<file path="config.mk">
export PLATFORM = sky130hd
export DESIGN_NAME = sfilt_mc_flat
export DESIGN_NICKNAME = d
export VERILOG_FILES = /design/src/rtl/sfilt_pkg.sv /design/src/rtl/sfilt_mc_if.sv /design/src/rtl/sfilt_mul_pipe.sv /design/src/rtl/sfilt_mc.sv /design/src/flat_wrapper.sv
export SDC_FILE = /design/constraint.sdc
export NUM_CORES = 2
export LEC_CHECK = 0
export CAP_MARGIN = 10
export CORE_MARGIN = 5
export CORE_UTILIZATION = 60
export CTS_CLUSTER_DIAMETER = 40
export DETAILED_ROUTE_END_ITERATION = 7
export PLACE_DENSITY = 0.8
export SYNTH_ARGS = -nofsm -noshare
export SYNTH_HDL_FRONTEND = slang
export SYNTH_SLANG_ARGS = --single-unit
</file>
<file path="constraint.sdc">
create_clock -name clk -period 13.9 [get_ports clk]
set_clock_uncertainty 0.1 [all_clocks]
set_input_delay 1.39 -clock clk [delete_from_list [all_inputs] [get_ports clk]]
set_output_delay 1.39 -clock clk [all_outputs]
set_load 0.01 [all_outputs]
</file>
<file path="src/rtl/sfilt_pkg.sv">
// Shared definitions for the multi-channel MAC filter engine.
// Latency: n/a (types and constants only).
// Backpressure: n/a. Provides command codes and the per-stage control record.
package sfilt_pkg;

  // Field widths in the stage record are sized for the largest supported
  // configuration (NCH up to 16, shift field up to 8 bits); narrower
  // configurations zero-extend into them.
  localparam int CH_MAXW = 4;
  localparam int SH_MAXW = 8;

  typedef enum logic [1:0] {
    CMD_MUL = 2'd0,
    CMD_MAC = 2'd1,
    CMD_SHR = 2'd2,
    CMD_OUT = 2'd3
  } cmd_e;

  // Control that travels alongside the product through the multiplier.
  typedef struct packed {
    logic               vld;
    cmd_e               cmd;
    logic [CH_MAXW-1:0] ch;
    logic [SH_MAXW-1:0] shamt;
  } stage_t;

endpackage

</file>
<file path="src/rtl/sfilt_mc_if.sv">
// Command/result bus between the sequencer and sfilt_mc.
// Ports: pushin/cmd/ch/q/h (sequencer -> engine), pushout/z/zch (engine -> sequencer).
// Backpressure: none; the engine accepts a command every cycle.
interface sfilt_mc_if #(
  parameter int DW  = 32,
  parameter int CHW = 2
);
  logic                 pushin;
  logic [1:0]           cmd;
  logic [CHW-1:0]       ch;
  logic signed [DW-1:0] q;
  logic signed [DW-1:0] h;
  logic                 pushout;
  logic [DW-1:0]        z;
  logic [CHW-1:0]       zch;

  modport master (output pushin, cmd, ch, q, h, input pushout, z, zch);
  modport slave  (input pushin, cmd, ch, q, h, output pushout, z, zch);
endinterface

</file>
<file path="src/rtl/sfilt_mul_pipe.sv">
// Signed DW x DW multiplier with STAGES pipeline registers; control record rides along.
// Ports: clk, rst (sync, active-high, clears control chain), a/b operands, meta_in; prod/meta_out.
// Latency: STAGES cycles. Backpressure: none, one operation per cycle.
import sfilt_pkg::*;

module sfilt_mul_pipe #(
  parameter int DW     = 32,
  parameter int STAGES = 2
) (
  input  logic                   clk,
  input  logic                   rst,
  input  logic signed [DW-1:0]   a,
  input  logic signed [DW-1:0]   b,
  input  stage_t                 meta_in,
  output logic signed [2*DW-1:0] prod,
  output stage_t                 meta_out
);

  logic signed [2*DW-1:0] prod_c;
  logic signed [2*DW-1:0] p_r [STAGES];
  stage_t                 m_r [STAGES];

  // Operands are sign-extended to the full product width by the signed context.
  assign prod_c = a * b;

  // Product registers carry no reset: only the valid chain matters for flushing.
  always_ff @(posedge clk) begin
    p_r[0] <= prod_c;
    for (int i = 1; i < STAGES; i++) p_r[i] <= p_r[i-1];
  end

  always_ff @(posedge clk) begin
    if (rst) begin
      for (int i = 0; i < STAGES; i++) m_r[i] <= '0;
    end else begin
      m_r[0] <= meta_in;
      for (int i = 1; i < STAGES; i++) m_r[i] <= m_r[i-1];
    end
  end

  assign prod     = p_r[STAGES-1];
  assign meta_out = m_r[STAGES-1];

endmodule

</file>
<file path="src/rtl/sfilt_mc.sv">
// Multi-channel MAC filter engine: mul, mul-acc, shift-right-round, output-and-clear per channel.
// Ports: clk, rst (sync, active-high), bus (sfilt_mc_if.slave). Optional macro SFILT_SAT_EN
// saturates output to signed DW range. Latency: cmd 3 -> pushout MUL_STAGES+3 cycles. No backpressure.
import sfilt_pkg::*;

module sfilt_mc #(
  parameter int DW         = 32,
  parameter int NCH        = 4,
  parameter int MUL_STAGES = 2,
  parameter int SHW        = 7
) (
  input  logic       clk,
  input  logic       rst,
  sfilt_mc_if.slave  bus
);

  localparam int ACCW = 2 * DW;
  localparam int CHW  = (NCH > 1) ? $clog2(NCH) : 1;
  localparam logic [CH_MAXW:0] NCH_L = (CH_MAXW+1)'(NCH);

  // Input register
  stage_t               in_r;
  logic signed [DW-1:0] q_r, h_r;

  always_ff @(posedge clk) begin
    if (rst) begin
      in_r <= '0;
    end else begin
      in_r.vld   <= bus.pushin;
      in_r.cmd   <= cmd_e'(bus.cmd);
      in_r.ch    <= CH_MAXW'(bus.ch);
      in_r.shamt <= SH_MAXW'(bus.h[SHW-1:0]);
    end
    q_r <= bus.q;
    h_r <= bus.h;
  end

  // Multiplier pipeline
  logic signed [ACCW-1:0] mp_prod;
  stage_t                 mp_meta;

  sfilt_mul_pipe #(.DW(DW), .STAGES(MUL_STAGES)) u_mul (
    .clk      (clk),
    .rst      (rst),
    .a        (q_r),
    .b        (h_r),
    .meta_in  (in_r),
    .prod     (mp_prod),
    .meta_out (mp_meta)
  );

  // Execute stage: single read-modify-write of acc[ch] per cycle, so a
  // command always observes the previous command's result on that channel.
  logic signed [ACCW-1:0] acc [NCH];
  logic [CHW-1:0]         ex_sel;
  logic                   ch_ok;
  logic signed [ACCW-1:0] acc_cur;
  logic signed [ACCW:0]   shr_ext;
  logic [ACCW-1:0]        shr_res;
  logic [DW-1:0]          z_sel;

  assign ex_sel  = mp_meta.ch[CHW-1:0];
  assign ch_ok   = {1'b0, mp_meta.ch} < NCH_L;
  assign acc_cur = acc[ex_sel];

  // Shift with one guard bit appended; the bit shifted into the guard
  // position is the rounding increment. Large shifts collapse to 0 for
  // both signs (all ones + 1, or all zeros).
  assign shr_ext = $signed({acc_cur, 1'b0}) >>> mp_meta.shamt;
  assign shr_res = shr_ext[ACCW:1] + {{(ACCW-1){1'b0}}, shr_ext[0]};

`ifdef SFILT_SAT_EN
  // In range iff bits [ACCW-1:DW-1] are all equal to the sign.
  logic [ACCW-DW:0] acc_hi;
  assign acc_hi = acc_cur[ACCW-1:DW-1];
  assign z_sel  = (&acc_hi || ~|acc_hi) ? acc_cur[DW-1:0]
                : {acc_cur[ACCW-1], {(DW-1){~acc_cur[ACCW-1]}}};
`else
  assign z_sel = acc_cur[DW-1:0];
`endif

  logic           ex_vld;
  logic [DW-1:0]  ex_z;
  logic [CHW-1:0] ex_ch;

  always_ff @(posedge clk) begin
    if (rst) begin
      for (int i = 0; i < NCH; i++) acc[i] <= '0;
      ex_vld <= 1'b0;
      ex_z   <= '0;
      ex_ch  <= '0;
    end else begin
      ex_vld <= 1'b0;
      if (mp_meta.vld && ch_ok) begin
        case (mp_meta.cmd)
          CMD_MUL: acc[ex_sel] <= mp_prod;
          CMD_MAC: acc[ex_sel] <= acc_cur + mp_prod;
          CMD_SHR: acc[ex_sel] <= shr_res;
          CMD_OUT: begin
            ex_vld      <= 1'b1;
            ex_z        <= z_sel;
            ex_ch       <= ex_sel;
            acc[ex_sel] <= '0;
          end
          default: ;
        endcase
      end
    end
  end

  // Output register: z/zch hold until the next output command.
  logic           pushout_r;
  logic [DW-1:0]  z_r;
  logic [CHW-1:0] zch_r;

  always_ff @(posedge clk) begin
    if (rst) begin
      pushout_r <= 1'b0;
      z_r       <= '0;
      zch_r     <= '0;
    end else begin
      pushout_r <= ex_vld;
      if (ex_vld) begin
        z_r   <= ex_z;
        zch_r <= ex_ch;
      end
    end
  end

  assign bus.pushout = pushout_r;
  assign bus.z       = z_r;
  assign bus.zch     = zch_r;

endmodule

</file>
<file path="src/flat_wrapper.sv">
// flat-port wrapper written by rule: the top's interface ports become plain ports
module sfilt_mc_flat 
#(
  parameter int DW         = 32,
  parameter int NCH        = 4,
  parameter int MUL_STAGES = 2,
  parameter int SHW        = 7
)
  (clk, rst, bus_pushin, bus_cmd, bus_ch, bus_q, bus_h, bus_pushout, bus_z, bus_zch);
  sfilt_mc_if #(.DW(DW), .CHW(2)) bus_i ();
  input  logic clk;
  input  logic rst;
  input wire logic [$bits(bus_i.pushin)-1:0] bus_pushin;
  input wire logic [$bits(bus_i.cmd)-1:0] bus_cmd;
  input wire logic [$bits(bus_i.ch)-1:0] bus_ch;
  input wire logic [$bits(bus_i.q)-1:0] bus_q;
  input wire logic [$bits(bus_i.h)-1:0] bus_h;
  output wire logic [$bits(bus_i.pushout)-1:0] bus_pushout;
  output wire logic [$bits(bus_i.z)-1:0] bus_z;
  output wire logic [$bits(bus_i.zch)-1:0] bus_zch;
  assign bus_i.pushin = bus_pushin;
  assign bus_i.cmd = bus_cmd;
  assign bus_i.ch = bus_ch;
  assign bus_i.q = bus_q;
  assign bus_i.h = bus_h;
  assign bus_pushout = bus_i.pushout;
  assign bus_z = bus_i.z;
  assign bus_zch = bus_i.zch;
  sfilt_mc #(.DW(DW), .NCH(NCH), .MUL_STAGES(MUL_STAGES), .SHW(SHW)) u_core (.clk(clk), .rst(rst), .bus(bus_i));
endmodule
</file>
==> reports/qor.csv <==
metric;value;unit
status;finished, violations left;
finalWirelength;250000;um
nets;8490;
fmax;0.100;GHz
yosysWarnings;0;
hold_buffers;0;
maxCapViolCount;0;
initial_utilization;60.3;%
cts-root-buf;clkbuf_16;
fin_crit;9.95;ns
cts_num_sinks;554;
synthSimpleGateAreaFrac;16.2;%
num-fill-cells;8903;
cpMostUsedCell;fa_1;
ys_ff_latch;554;
syn_avg_cell_area;9.58;sq um
hold_viol_final;0;
regToRegSetupSlack;3.95;ns
cp.required;14.47;ns
critPathKind;reg -> reg;
antenna_found_initial;12;
synth_cells;7185;
clock_path_buffers;3;
worst_pin_slew;1.44;ns
dieArea;0.122;sq mm
rr_startpoint;u_core.q_r[7];
boundaryPins;106;
grt_overflow;0;
cp_max_fo;19;
synth_fp_nets;8588;
clk_pin_slew_worst_paths;0.06;ns
setup_violations;0;
violations;design-rule violations;
place_ws;4.18;ns
slew_headroom;3.11;%
rr_worst_depth;27;
synth_edf_count;256;
clock_latency;0.75;ns
grtUsageTotal;41.4;%
synth_compound_area_share;9.55;%
wire_per_inst;28.8;um
slew_viol_final;0;
synth_top_family_by_area;adder cells;
hp-class;reg -> reg;
critPathArrivalTime;10.53;ns
die_h;349;um
synth_mux_area_share;7.76;%
seq_area_frac_synth;19.8;%
cts_max_level;3;
via_per_inst;6.43;
fp.dieW;349;um
grt_max_degree;107;
drtAntennaViolNets;0;
globalplace.congestion;1.05;
max_stage_delay;0.97;ns
grt_pass1_vias;58901;
core;0.114;sq mm
rows;124;
post-synth-top-area-cell;fa_1;
grt_pass1_wl;374000;um
yosysTopAreaCellShare;31.5;%
dpl.hpwl;191000;um
min_path_cells;0;
post_cts_buffers;0;
synth_area;0.0688;sq mm
io_buffers;105;
numCtsBuffers;83;
rsz0062_at_grt;no;
setup_slack;3.95;ns
drive_gt1_share;7.90;%
drc_errors;2;
period_share;71.6;%
critPathSlowestCell;a2111oi_0;
cts_tree;built;
dr.pass1.iters;8;
r2r_end;u_core.u_mul.p_r[0][62];
vias;55823;
worstSetupStartpointType;flop;
ys.flop_type;dfxtp_1;
syn_to_final_growth;7.53;%
cts_resized;0;
synth_fa_ha_area_share;36.0;%
drtIter0Drc;6615;
min_to;u_core.u_mul.p_r[0][108];
worstSetupEndpointType;flop;
hold_path.startpoint;u_core.u_mul.p_r[0][44];
synth_area_leaders;fa_1 (31%), edfxtp_1 (11%), dfxtp_1 (8.7%);
synth_cell_type_count;116;
final_util;64.8;%
async_reset_ff_share;0;%
synth_xor_area_share;2.21;%
tns;0;ns
## flip-flops by register name (all words and copies together), names as in the netlist, 12 cells and up
register	cells
u_core.q_r	32
u_core.in_r	12
u_core.acc	256
u_core.h_r	32
u_core.u_mul.p_r	128
u_core.ex_z	32
u_core.u_mul.m_r	24
u_core.bus.z	32
## how the worst max path moves through the flow
stage | endpoint | start | cells past startpoint
after global routing | u_core.u_mul.p_r[0][62] | u_core.q_r[7] | 27
after global placement | u_core.u_mul.p_r[0][62] | u_core.q_r[15] | 26
after detailed placement | u_core.u_mul.p_r[0][62] | u_core.q_r[15] | 25
after floorplan | u_core.u_mul.p_r[0][62] | u_core.h_r[2] | 27
after CTS | u_core.u_mul.p_r[0][62] | u_core.q_r[15] | 25
final | u_core.u_mul.p_r[0][62] | u_core.q_r[7] | 27
## cell usage after synthesis (16+ instances only)
| library cell | count |
|---|---|
| o21ai_0 | 146 |
| a211oi_1 | 47 |
| nor4_1 | 20 |
| a2111oi_0 | 22 |
| nand4_1 | 32 |
| buf_1 | 31 |
| buf_2 | 17 |
| edfxtp_1 | 256 |
| a21oi_1 | 250 |
| nand3_1 | 71 |
| a21o_1 | 78 |
| mux2_2 | 88 |
| mux2i_1 | 183 |
| and3_1 | 26 |
| fa_1 | 1083 |
| ha_1 | 249 |
| nor2b_1 | 67 |
| nand2_1 | 809 |
| or2_2 | 22 |
| o21bai_1 | 19 |
| xnor2_1 | 110 |
| a31oi_1 | 20 |
| nor3_1 | 118 |
| a22oi_1 | 17 |
| mux4_2 | 109 |
| a221oi_1 | 16 |
| and2_1 | 536 |
| o211ai_1 | 60 |
| o21a_1 | 23 |
| inv_1 | 1052 |
| dfxtp_1 | 298 |
| nand2b_1 | 44 |
| o22ai_1 | 60 |
| nor2_1 | 474 |
| xor2_1 | 64 |
| clkbuf_1 | 342 |
## cell type report
class	instances	area, sq um	share of cell area (%)
inverters	1055	3960	5.35
repair buffers	236	2040	2.76
clock buffers	101	2220	2.99
multi-input cells	5157	49400	66.8
diodes	10	25.0	0.0338
well taps	1512	1890	2.56
flip-flops and latches	554	13700	18.5
clock inverters	53	796	1.07
## metrics by stage
stage	area, sq um	hold WS [ns]	std cells
global placement	71000	0.210	8513
detailed placement	71000	0.212	8513
CTS	74000	0.179	8667
finish	74000	0.187	8678
floorplan	68800	0.210	7185
global route	74000	0.181	8668
## layout by cell type (no fill, tap or decap), types with 84 or more instances in the layout
cell	instances
nor3_1	117
mux2i_1	183
mux4_2	109
buf_4	131
ha_1	249
xnor2_1	110
a21oi_1	249
nor2_1	470
fa_1	1083
inv_1	1049
and2_1	536
o21ai_0	146
mux2_2	88
dfxtp_1	283
edfxtp_1	256
clkdlybuf4s50_1	104
clkbuf_16	84
nand2_1	805
## cells by family after synthesis
kind of cell / Yosys count
mux: 383
simple gates: 2295
xor+xnor: 174
flops: 554
buf+inv: 1474
compound gates: 973
fa+ha+maj: 1332
## layer usage
| metal | global-route usage, % | up-vias | routed length, um |
|---|---|---|---|
| li1 | - | 23227 | - |
| met1 | 49.1 | 27650 | 84800 |
| met2 | 64.7 | 3843 | 113000 |
| met3 | 10.9 | 1091 | 27500 |
| met4 | 31.5 | 12 | 24400 |
| met5 | 0.275 | - | 105 |
## worst max-delay path, delay by kind of cell (launching register included)
| kind | cells | cell delay [ns] |
|---|---|---|
| adders and majority gates | 9 | 4.09 |
| AOI/OAI and AO/OA | 8 | 3.62 |
| DFF | 1 | 0.74 |
| and+or+nand+nor | 4 | 0.64 |
| buffers and inverters | 5 | 0.57 |
| xor gates and xnor gates | 1 | 0.16 |
Power is not shown: default switching activity piles up to over one toggle a cycle in this logic, so the estimate is an artifact.
